[config.mk]
export PLATFORM = sky130hd
export DESIGN_NAME = traffic_light_controller
export DESIGN_NICKNAME = d
export VERILOG_FILES = /design/src/rtl/traffic_pkg.sv /design/src/rtl/sec_timer.sv /design/src/rtl/traffic_light_controller.sv
export SDC_FILE = /design/constraint.sdc
export NUM_CORES = 1
export LEC_CHECK = 0
export CAP_MARGIN = 20
export CORE_MARGIN = 2
export CORE_UTILIZATION = 60
export CTS_CLUSTER_DIAMETER = 40
export DETAILED_ROUTE_END_ITERATION = 8
export PLACE_DENSITY = 0.92
export SYNTH_ARGS = -nofsm -noshare
export SYNTH_HDL_FRONTEND = slang
export SYNTH_SLANG_ARGS = --single-unit
[constraint.sdc]
create_clock -name clk -period 5.9 [get_ports clk]
set_input_delay 0.59 -clock clk [delete_from_list [all_inputs] [get_ports clk]]
set_output_delay 0.59 -clock clk [all_outputs]
set_load 0.02 [all_outputs]
[src/rtl/traffic_pkg.sv]
// Shared types and helpers for the traffic light controller.
// State encodings, lamp codes, selector codes and duration rules.
package traffic_pkg;

    typedef enum logic [2:0] {
        MAIN_G  = 3'd0,
        MAIN_Y  = 3'd1,
        WALK    = 3'd2,
        SIDE_G  = 3'd3,
        SIDE_GX = 3'd4,
        SIDE_Y  = 3'd5
    } state_t;

    localparam logic [2:0] RED = 3'b100;
    localparam logic [2:0] YEL = 3'b010;
    localparam logic [2:0] GRN = 3'b001;

    localparam logic [1:0] SEL_BASE = 2'd0;
    localparam logic [1:0] SEL_EXT  = 2'd1;
    localparam logic [1:0] SEL_YEL  = 2'd2;

    // A programmed zero still yields a one-second state.
    function automatic logic [4:0] secs(input logic [3:0] v);
        return (v == 4'd0) ? 5'd1 : {1'b0, v};
    endfunction

    function automatic logic [4:0] state_dur(
        input state_t     s,
        input logic [3:0] base,
        input logic [3:0] ext,
        input logic [3:0] yel
    );
        logic [4:0] d;
        d = secs(base);
        case (s)
            MAIN_G:          d = secs(base) << 1;
            MAIN_Y, SIDE_Y:  d = secs(yel);
            WALK, SIDE_GX:   d = secs(ext);
            default:         d = secs(base);
        endcase
        return d;
    endfunction

    // Packed as {main, side, walk}.
    function automatic logic [6:0] lamps(input state_t s);
        logic [6:0] l;
        l = {GRN, RED, 1'b0};
        case (s)
            MAIN_G:          l = {GRN, RED, 1'b0};
            MAIN_Y:          l = {YEL, RED, 1'b0};
            WALK:            l = {RED, RED, 1'b1};
            SIDE_G, SIDE_GX: l = {RED, GRN, 1'b0};
            SIDE_Y:          l = {RED, YEL, 1'b0};
            default:         l = {GRN, RED, 1'b0};
        endcase
        return l;
    endfunction

endpackage

[src/rtl/sec_timer.sv]
// Clock prescaler producing a one-second tick, plus a loadable
// seconds down-counter that flags its final second.
module sec_timer #(
    parameter int unsigned TICKS_PER_SEC = 100000000,
    parameter logic [4:0]  INIT_LEFT     = 5'd12
) (
    input  logic       clk,
    input  logic       rst_n,
    input  logic       clear,
    input  logic       load,
    input  logic [4:0] load_value,
    output logic       tick,
    output logic       expire,
    output logic [4:0] remaining
);

    localparam int PW = (TICKS_PER_SEC > 1) ? $clog2(TICKS_PER_SEC) : 1;
    localparam logic [PW-1:0] TERM = PW'(TICKS_PER_SEC - 1);

    logic [PW-1:0] count;

    assign tick   = (count == TERM);
    assign expire = (remaining == 5'd1);

    always_ff @(posedge clk or negedge rst_n) begin
        if (!rst_n) begin
            count     <= '0;
            remaining <= INIT_LEFT;
        end else begin
            if (clear || tick)
                count <= '0;
            else
                count <= count + 1'b1;
            if (load)
                remaining <= load_value;
            else if (tick && remaining > 5'd1)
                remaining <= remaining - 5'd1;
        end
    end

endmodule

[src/rtl/traffic_light_controller.sv]
// Moore traffic light sequencer with walk latch and programmable
// base/extended/yellow intervals; all outputs are registered.
module traffic_light_controller
    import traffic_pkg::*;
#(
    parameter int unsigned TICKS_PER_SEC = 100000000,
    parameter logic [3:0]  DEF_BASE      = 4'd6,
    parameter logic [3:0]  DEF_EXT       = 4'd3,
    parameter logic [3:0]  DEF_YEL       = 4'd2
) (
    input  logic       clk,
    input  logic       global_reset_n,
    input  logic       traffic_sensor,
    input  logic       walk_request,
    input  logic       reprogram,
    input  logic [1:0] time_param_sel,
    input  logic [3:0] time_value,
    output logic [2:0] main_light,
    output logic [2:0] side_light,
    output logic       walk_light,
    output logic [4:0] time_remaining
);

    localparam logic [4:0] INIT_LEFT = secs(DEF_BASE) << 1;

    state_t     state, state_n;
    logic [3:0] t_base, t_ext, t_yel;
    logic [3:0] base_n, ext_n, yel_n;
    logic       walk_q, prog_q;
    logic       walk_pending, pend_n;
    logic       walk_rise, prog_rise;
    logic       tick, expire, timeout;
    logic       load;
    logic [4:0] load_value;
    logic [6:0] lights_n;

    assign walk_rise = walk_request & ~walk_q;
    assign prog_rise = reprogram & ~prog_q;
    assign timeout   = tick & expire;

    sec_timer #(
        .TICKS_PER_SEC (TICKS_PER_SEC),
        .INIT_LEFT     (INIT_LEFT)
    ) u_timer (
        .clk        (clk),
        .rst_n      (global_reset_n),
        .clear      (prog_rise),
        .load       (load),
        .load_value (load_value),
        .tick       (tick),
        .expire     (expire),
        .remaining  (time_remaining)
    );

    always_comb begin
        state_n    = state;
        base_n     = t_base;
        ext_n      = t_ext;
        yel_n      = t_yel;
        pend_n     = walk_pending;
        load       = 1'b0;
        load_value = time_remaining;
        if (prog_rise) begin
            // Restart overrides any tick or expiry this cycle.
            case (time_param_sel)
                SEL_BASE: base_n = time_value;
                SEL_EXT:  ext_n  = time_value;
                SEL_YEL:  yel_n  = time_value;
                default:  ;
            endcase
            state_n    = MAIN_G;
            pend_n     = 1'b0;
            load       = 1'b1;
            load_value = state_dur(MAIN_G, base_n, ext_n, yel_n);
        end else begin
            if (walk_rise && state != WALK)
                pend_n = 1'b1;
            if (timeout) begin
                unique case (state)
                    MAIN_G:  state_n = MAIN_Y;
                    MAIN_Y:  state_n = walk_pending ? WALK : SIDE_G;
                    WALK:    state_n = SIDE_G;
                    SIDE_G:  state_n = traffic_sensor ? SIDE_GX : SIDE_Y;
                    SIDE_GX: state_n = SIDE_Y;
                    SIDE_Y:  state_n = MAIN_G;
                    default: state_n = MAIN_G;
                endcase
                if (state_n == WALK)
                    pend_n = 1'b0;
                load       = 1'b1;
                load_value = state_dur(state_n, t_base, t_ext, t_yel);
            end
        end
        lights_n = lamps(state_n);
    end

    always_ff @(posedge clk or negedge global_reset_n) begin
        if (!global_reset_n) begin
            state        <= MAIN_G;
            t_base       <= DEF_BASE;
            t_ext        <= DEF_EXT;
            t_yel        <= DEF_YEL;
            walk_q       <= 1'b0;
            prog_q       <= 1'b0;
            walk_pending <= 1'b0;
            main_light   <= GRN;
            side_light   <= RED;
            walk_light   <= 1'b0;
        end else begin
            state        <= state_n;
            t_base       <= base_n;
            t_ext        <= ext_n;
            t_yel        <= yel_n;
            walk_q       <= walk_request;
            prog_q       <= reprogram;
            walk_pending <= pend_n;
            main_light   <= lights_n[6:4];
            side_light   <= lights_n[3:1];
            walk_light   <= lights_n[0];
        end
    end

    a_no_conflict: assert property (
        @(posedge clk) disable iff (!global_reset_n)
        (main_light == RED) || (side_light == RED)
    );

endmodule

Word-level counts from Yosys, hierarchy flattened --
Index checks and enable logic that the tools add are counted.
Word-level totals: bits in read-only memories 0, memories kept 0, output and inout port bits 12, word-level logic and storage cells 82, RAM bits 0, bits in latches 0, register bits after elaboration 57
Operators by class: $add $sub $neg 2, equal/unequal tests 19, divide/modulo/power cells 0, multiplexer cells 26, shift operators 0, order comparisons 1, reduce and logical (&&, ||, !) cells 17, multipliers 0, bitwise logic cells 5
Operator list (count):
- $pmux 7 s4 | 1
- $add 27x1->27 const B | 1
- $eq 27x27->1 const B | 1
- $mux 27 | 1
- $mux 4 | 6
- $mux 5 | 4
- $logic_not 4->1 | 4
- $eq 3x2->1 const B | 5
- $eq 3x3->1 const B | 5
- $pmux 3 s5 | 1
- $pmux 5 s3 | 1
- $mux 3 | 4
- $eq 3x1->1 const B | 3
- $mux 1 | 8
- $logic_not 3->1 | 2
- $ne 3x2->1 const B | 2
- $reduce_and 2->1 | 3
- $reduce_or 2->1 | 3
- $eq 5x1->1 const B | 1
- $gt 5x1->1 const B | 1
- $sub 5x1->5 const B | 1
- $and 1x1->1 | 3
- $eq 2x1->1 const B | 1
- $eq 2x2->1 const B | 1
- 5 further kinds | 7

Longest topological paths before layout --
Gate-level depths: netlist of run 1.
word-level depth 10, depth in mapped cells 8, mapped depth without buffers 7

Cells and area by module --
From an unflattened synthesis of run 1, not the netlist that was laid out.
Second synthesis, totals: cells, all modules 303, area total of the unflattened synthesis 3126.7 um^2
By module, submodules not included:
- sec_timer | sequential area each 803.3 um^2, area each 1689.1 um^2, instances 1, cells an instance 177
- traffic_light_controller | sequential area each 634.4 um^2, area each 1437.6 um^2, instances 1, cells an instance 126

Least setup slack after synthesis of run 1 --
No wires, ideal clock.
path kind register to register, from reg u_timer.remaining[1], to reg main_light[2], clock period less this slack 2.151 ns, arrival 2.032 ns, cell stages (with the launch flop) 8, setup time 0.120 ns, setup slack 3.749 ns, cell sequence dfrtp_1 > inv_1 > ha_1 > or4b_1 > buf_4 > nor4_4 > o21ai_0 > and3_1
Between the ends: longest elaborated chain between the ends 7, elaborated cells between the ends (all ways) 11, those cells by class eq/ne (6); mux (3); bitwise (1); reduce/logical (1)
Ends and longest elaborated chain:
- start, declared | RTL line sec_timer.sv:14 | output logic [4:0] remaining
- start signal, assigned | RTL line sec_timer.sv:35 | remaining <= load_value;
- start signal, assigned | RTL line sec_timer.sv:37 | remaining <= remaining - 5'd1;
- $eq 5x1->1 (*) | RTL line sec_timer.sv:23 | assign expire = (remaining == 5'd1);
- $and 1x1->1 (*) | RTL line traffic_light_controller.sv:39 | assign timeout = tick & expire;
- $mux 3 (*) | RTL line traffic_light_controller.sv:78 | if (timeout) begin
- $mux 3 (*) | RTL line traffic_light_controller.sv:63 | if (prog_rise) begin
- $eq 3x2->1 / $eq 3x3->1 (equally long branches) | RTL line traffic_pkg.sv:48 | case (s)
- $reduce_or 2->1 | RTL line traffic_pkg.sv:48
- $pmux 7 s4 (*) | RTL line traffic_pkg.sv:48
- via lights_n[6] | RTL line traffic_light_controller.sv:35 | logic [6:0] lights_n;
- end signal, assigned | RTL line traffic_light_controller.sv:117 | main_light <= lights_n[6:4];
- end, declared | RTL line traffic_light_controller.sv:18 | output logic [2:0] main_light,
Mark *: on every way through the listed nets, which the timed path passes. The rest lies on a longest branch. A chain may end at the register's enable or synchronous reset.

Final worst setup path of run 1 --
from reg u_timer.remaining[1], to reg u_timer.remaining[4]
Between the ends: longest elaborated chain between the ends 6, elaborated cells between the ends (all ways) 12, those cells by class add/sub (1); order compare (1); eq/ne (2); mux (4); bitwise (1); reduce/logical (3)
Ends and longest elaborated chain (RTL line):
- $eq 5x1->1 | sec_timer.sv:23
- $and 1x1->1 | traffic_light_controller.sv:39
- $mux 1 | traffic_light_controller.sv:78
- $mux 1 | traffic_light_controller.sv:63
- $ne 3x2->1 (no source line) / $reduce_bool 2->1 (equally long branches)
- $reduce_and 2->1 (no source line)
Parallel ways exist; a longest one is shown, timed or not. The select of a mux whose other input is x is not followed.

==> flow_summary.json, run 1 <==
{
  "ys_ff_latch": 57,
  "nets": 372,
  "wl_per_cell_um": 16.08,
  "die_x_um": 77.79,
  "place_congestion": 0.9276,
  "finalCritPeriodShare_pct": 42.25,
  "rows": 26,
  "synth-edff-count": 0,
  "power_per_cell_area_nw_per_um2": 263.9,
  "grt_pass1_wl_mm": 11.67,
  "ios": 23,
  "pwr-share-seq_pct": 50.3,
  "drtIter0Drc": 318,
  "avgSynthCellArea_um2": 9.608,
  "r2r-end": "u_timer.remaining[4]$_DFFE_PN0P_",
  "hold_class": "in2async",
  "wl_met3_um": 445,
  "dieArea_um2": 6051,
  "internal_power_uw": 692.9,
  "cts-htree-levels": 3,
  "switching_share_pct": 27.65,
  "drcViolationCount": 0,
  "cts_buffer_depth": 2,
  "dr.pass1.iters": 4,
  "relSlewSlack_pct": 41.44,
  "numCtsBuffers": 9,
  "placed_cell_area_um2": 3450,
  "skew_ps": 9.462,
  "ys_types": 57,
  "portBuffers": 22,
  "cts_hold_buf": 0,
  "fmax_ghz": 0.4012,
  "antenna_found_initial": 0,
  "p_switching_uw": 264.8,
  "p_comb_share_pct": 14.8,
  "via_per_inst": 6.201,
  "setup_viol": 0,
  "leakagePower_nw": 1.446,
  "final_util_pct": 70.17,
  "cts_tree": "built",
  "wl_met1_mm": 3.126,
  "yosysWarnings": 0,
  "worstPathArrival_ps": 2760,
  "highest_layer": "met4",
  "vdd_drop_max_mv": 0.1803,
  "setup_tns_ps": 0,
  "worstMarginPinSlew_ps": 866.2,
  "yosysTopAreaCellShare_pct": 36.77,
  "netlist_instances": 340,
  "clk_pin_slew_ps": 70,
  "start_util_pct": 63.16,
  "synth_area_leaders": "dfrtp_1 (37%), dfstp_2 (7.2%), xnor2_1 (5.1%), nor2_1 (4.6%), mux2_2 (3.1%)",
  "maxCapViolCount": 0,
  "cts_resized": 0,
  "r2r_start": "u_timer.remaining[1]$_DFFE_PN0P_",
  "vias": 2685,
  "fin_crit_ps": 2493,
  "yosys.area.top_type": "dfrtp_1",
  "wl_met2_mm": 3.241,
  "syn-cell-area_um2": 3267,
  "grt_pass1_vias": 2507,
  "fp.dieH_um": 77.79,
  "synth_flop_cell": "dfrtp_1",
  "grt_max_degree": 58,
  "crit_start": "u_timer.remaining[1]$_DFFE_PN0P_",
  "core-area_um2": 5172,
  "antenna_left": 0,
  "clock-sinks": 57,
  "grt.total_usage_pct": 24.53,
  "crit_type": "reg2reg",
  "hold_viol_final": 0,
  "start_kind": "flop",
  "status": "finished, final reports clean",
  "holdWs_ps": 368.2,
  "design_area_um2": 3630,
  "critPathMaxFanout": 8,
  "r2r_slack_ps": 3410,
  "rsz0062_at_grt": "false",
  "required_ps": 6170,
  "maxSlewViolCount": 0,
  "wirelength_mm": 6.962,
  "critPathCaptureType": "flop",
  "antenna_cells": 0,
  "r2r_cells": 6,
  "yosysSeqAreaShare_pct": 44.01,
  "p_clk_share_pct": 34.8,
  "mappedNetlistNets": 354,
  "clk-insertion-delay-late_ps": 350,
  "area_growth_pct": 11.11,
  "cts_setup_buffers": 0,
  "overflow": 0,
  "root_buffer": "clkbuf_8",
  "layout-drive-gt1-share_pct": 12.12,
  "place_hpwl_mm": 4.655,
  "synthArstFlopShare_pct": 100.0
}
## layout make-up
cell class	count	area (um2)
Clock buffer	16	180.2
Fill cell	358	1543
Inverter	11	41.29
Timing Repair Buffer	23	222.7
Tap cell	70	87.58
Sequential cell	57	1438
Multi-Input combinational cell	256	1660
## worst max-delay path by stage
stage	endpoint	slack (ps)
2_1_floorplan	main_light[2]$_DFF_PN0_	3750
3_3_place_gp	t_ext[3]$_DFFE_PN0P_	3390
3_5_place_dp	t_yel[3]$_DFFE_PN0P_	3290
4_1_cts	u_timer.remaining[4]$_DFFE_PN0P_	3460
5_1_grt	u_timer.remaining[4]$_DFFE_PN0P_	3250
6_report	u_timer.remaining[4]$_DFFE_PN0P_	3410
## worst max-delay path: stages (launching register included)
cell     delay (ps)
dfrtp_1         440
inv_1           110
ha_1            200
or4b_1          620
nor3_1          650
o21ai_0         230
a22oi_1         170
## per-layer routing
layer  vias to the layer above  GRT usage, %
li1                       1278             -
met1                      1296         33.00
met2                        94         36.81
met3                        17         6.395
met4                         0         11.96
met5                         -             0
## power groups by stage
stage	logic, mW	registers [mW]	clock network, mW
CTS	0.143	0.480	0.341
global route	0.157	0.488	0.358
detailed placement	0.141	0.486	0
floorplan	0.0900	0.482	0
global placement	0.136	0.483	0
finish	0.142	0.482	0.334
## synthesized netlist by cell type, types with 2 or more instances
cell type  instances
inv_1             11
a31oi_1            4
mux2i_1            5
nand4_1           10
and4_1             6
dfstp_2            9
and4_2             2
nor3b_1            4
a21oi_1           12
a22oi_1            3
nand2b_1           5
nor2_1            40
xnor2_1           19
o211ai_1           6
ha_1               3
nor4_1             9
clkbuf_8           3
or3_2              2
o21ai_0           13
nand2_1           23
nand3_1           19
buf_4              2
buf_2              6
clkbuf_1           2
o221ai_1           2
mux2_2             9
buf_6              3
a211oi_1           3
nor3_1            17
xor2_1             8
and3_1             6
dfrtp_1           48
a311oi_1           2
## sequential cells by signal (all words and copies together), names as in the netlist
signal             count
walk_pending           1
main_light             3
prog_q                 1
t_yel                  4
t_base                 4
u_timer.count         27
state                  3
walk_light             1
side_light             3
u_timer.remaining      5
walk_q                 1
t_ext                  4
## through the flow
stage | std cells | worst slack [ps] | power, mW
3_5_place_dp | 417 | 3289 | 0.6268
3_3_place_gp | 417 | 3394 | 0.6194
2_1_floorplan | 340 | 3749 | 0.5718
6_report | 433 | 3407 | 0.9577
5_1_grt | 433 | 3253 | 1.004
4_1_cts | 433 | 3458 | 0.9643
## layout by cell type (no fill, tap or decap), types with 2 or more instances in the layout
master,instances
nand3_1,19
a22oi_1,3
nand2b_1,5
or3_2,2
mux2_2,9
nor4_1,9
clkbuf_8,12
a31oi_1,4
o21ai_0,13
clkdlybuf4s50_1,21
clkbuf_1,4
nand4_1,10
and3_1,6
nor2_1,40
dfstp_2,9
mux2i_1,5
xor2_1,8
a311oi_1,2
xnor2_1,19
a211oi_1,3
nand2_1,23
nor3b_1,4
ha_1,3
o211ai_1,6
inv_1,11
dfrtp_1,48
nor3_1,17
and4_1,6
a21oi_1,12
and4_2,2
o221ai_1,2
## cell families after synthesis
kind of cell | synth area share (%)
xor+xnor | 7.239
buf+inv | 5.170
simple gates | 26.12
mux | 4.634
fa+ha+maj | 1.149
compound gates | 11.68
flops | 44.01
No activity file was read; power rests on OpenSTA's default activity.
==> run 2: changes to the inputs <==
Settings changed: CORE_UTILIZATION 60 to 53, PLACE_DENSITY 0.92 to 0.87.
Clock period 5.9 ns to 2 ns, I/O delays scaled along.
==> run 2 against run 1 <==
  * The run now ends with negative setup slack left
  * Routed wire length rose by 18%
  * First-iteration DRC count rose by 20%
  * Clock skew fell by 1.6 ps
==> flow_summary.json, run 2 (synthesis results as in run 1) <==
{
  "design_area_um2": 4136,
  "setup_ws_ps": -95.58,
  "top_regs": "u_timer.count: 27 flops, u_timer.remaining: 5 flops",
  "nets": 409,
  "worstPathArrival_ps": 2370,
  "r2r_cells": 8,
  "fmax_ghz": 0.4772,
  "portBuffers": 22,
  "place_congestion": 0.8669,
  "ios": 23,
  "numCtsBuffers": 9,
  "wl_per_cell_um": 17.30,
  "start_kind": "flop",
  "power_per_cell_area_nw_per_um2": 827.1,
  "dieArea_um2": 6808,
  "rsz0062_at_grt": "true",
  "placed_cells": 448,
  "layout-drive-gt1-share_pct": 25.50,
  "multi_input_area_um2": 1749,
  "die_x_um": 82.51,
  "root_buffer": "clkbuf_8",
  "drcViolationCount": 0,
  "status": "finished, violations left",
  "p_clk_share_pct": 43.6,
  "pre_cts_slack_ps": -33.94,
  "drtIter0Drc": 381,
  "layout.cells.non_filler": 475,
  "crit_type": "reg2reg",
  "vdd_drop_max_mv": 0.6508,
  "skew_ps": 7.865,
  "r2r-end": "side_light[1]$_DFF_PN0_",
  "dr.pass1.iters": 5,
  "antenna_cells": 0,
  "start_util_pct": 54.85,
  "hp-start": "walk_request",
  "via_per_inst": 6.263,
  "violations": "negative setup slack",
  "num-fill-cells": 426,
  "holdPathEnd": "walk_q$_DFF_PN0_",
  "setup_viol": 3,
  "grt.total_usage_pct": 25.46,
  "final_common_cell": "dfrtp_1",
  "r2r_slack_ps": -100,
  "pwr-share-seq_pct": 41.4,
  "antenna_found_initial": 0,
  "p_total_mw": 3.421,
  "leakagePower_nw": 1.693,
  "finalCritPeriodShare_pct": 104.8,
  "maxCapViolCount": 0,
  "fp.dieH_um": 82.51,
  "critPathMaxFanout": 6,
  "hold_class": "in2reg",
  "fin_crit_ps": 2096,
  "antenna_left": 0,
  "clk-insertion-delay-late_ps": 340,
  "grt_pass1_wl_mm": 12.90,
  "placed_cell_area_um2": 3695,
  "clk_pin_slew_ps": 70,
  "rows": 28,
  "grt_pass1_vias": 2763,
  "place_hpwl_mm": 5.270,
  "final_util_pct": 69.45,
  "largest_reg_flops": 27,
  "vias": 2975,
  "worstMarginPinSlew_ps": 504.6,
  "min_path_cells": 1,
  "r2r_start": "u_timer.remaining[1]$_DFFE_PN0P_",
  "cts-htree-levels": 3,
  "maxSlewViolCount": 0,
  "switching_share_pct": 25.32,
  "final_cell_mix": "dfrtp_1 (46), nor2_1 (40), buf_4 (33)",
  "holdWs_ps": 324.9,
  "cts_tree": "built",
  "register_area_um2": 1440,
  "area_growth_pct": 26.62,
  "grt_max_degree": 38,
  "critPathCaptureType": "flop",
  "wirelength_mm": 8.217,
  "p_switching_uw": 866.4,
  "hold_viol_final": 0,
  "core-area_um2": 5956,
  "setup_tns_ps": -214.0,
  "internal_power_mw": 2.555,
  "overflow": 0,
  "p_comb_share_pct": 14.9,
  "cts_buffer_depth": 2,
  "relSlewSlack_pct": 66.36,
  "required_ps": 2270,
  "clock-sinks": 57,
  "regMostFlops": "u_timer.count"
}
run 2: power by group through the flow:
stage	logic, mW	registers (mW)	clock network (mW)
3_5_place_dp	0.481	1.42	0
2_1_floorplan	0.268	1.42	0
6_report	0.511	1.42	1.49
5_1_grt	0.560	1.43	1.56
3_3_place_gp	0.467	1.41	0
4_1_cts	0.490	1.41	1.51
run 2: critical path, cell delays in order (launching register included):
cell      delay, ps
dfrtp_2         410
inv_2            80
ha_4            150
or4b_4          520
nor4_4          340
buf_4           190
buf_6            90
nand3b_1        100
a21oi_2         140
run 2: layer usage:
| layer | share of wire (%) | wire, um | global-route usage (%) |
|---|---|---|---|
| met1 | 43 | 3501 | 33.85 |
| met2 | 49 | 3991 | 39.84 |
| met3 | 7.0 | 573 | 6.957 |
| met4 | 1.8 | 150 | 9.672 |
| met5 | 0 | 0 | 0 |
run 2: area by class of cell:
| type | instances | share of cell area, % |
|---|---|---|
| Inverter | 11 | 0.9982 |
| Tap cell | 75 | 2.269 |
| Timing Repair Buffer | 60 | 12.95 |
| Sequential cell | 57 | 34.82 |
| Clock buffer | 11 | 3.660 |
| Clock inverter | 5 | 3.025 |
| Multi-Input combinational cell | 256 | 42.29 |
run 2: worst max-delay path by stage:
stage                                startpoint                      end  cells past startpoint
6_report       u_timer.remaining[1]$_DFFE_PN0P_  side_light[1]$_DFF_PN0_                      8
3_5_place_dp         u_timer.count[1]$_DFF_PN0_  side_light[0]$_DFF_PN0_                      6
2_1_floorplan  u_timer.remaining[1]$_DFFE_PN0P_  main_light[2]$_DFF_PN0_                      7
3_3_place_gp         u_timer.count[1]$_DFF_PN0_  side_light[0]$_DFF_PN0_                      6
5_1_grt        u_timer.remaining[1]$_DFFE_PN0P_  side_light[1]$_DFF_PN0_                      8
4_1_cts             u_timer.count[19]$_DFF_PN0_  side_light[0]$_DFF_PN0_                      6
run 2: repair_timing:
item,4_1_cts,5_1_grt
resized for setup,1,17
setup endpoints to repair,3,13
hold endpoints to repair,20,0
pin swaps,1,8
hold buffers,1,0
setup buffers,0,10
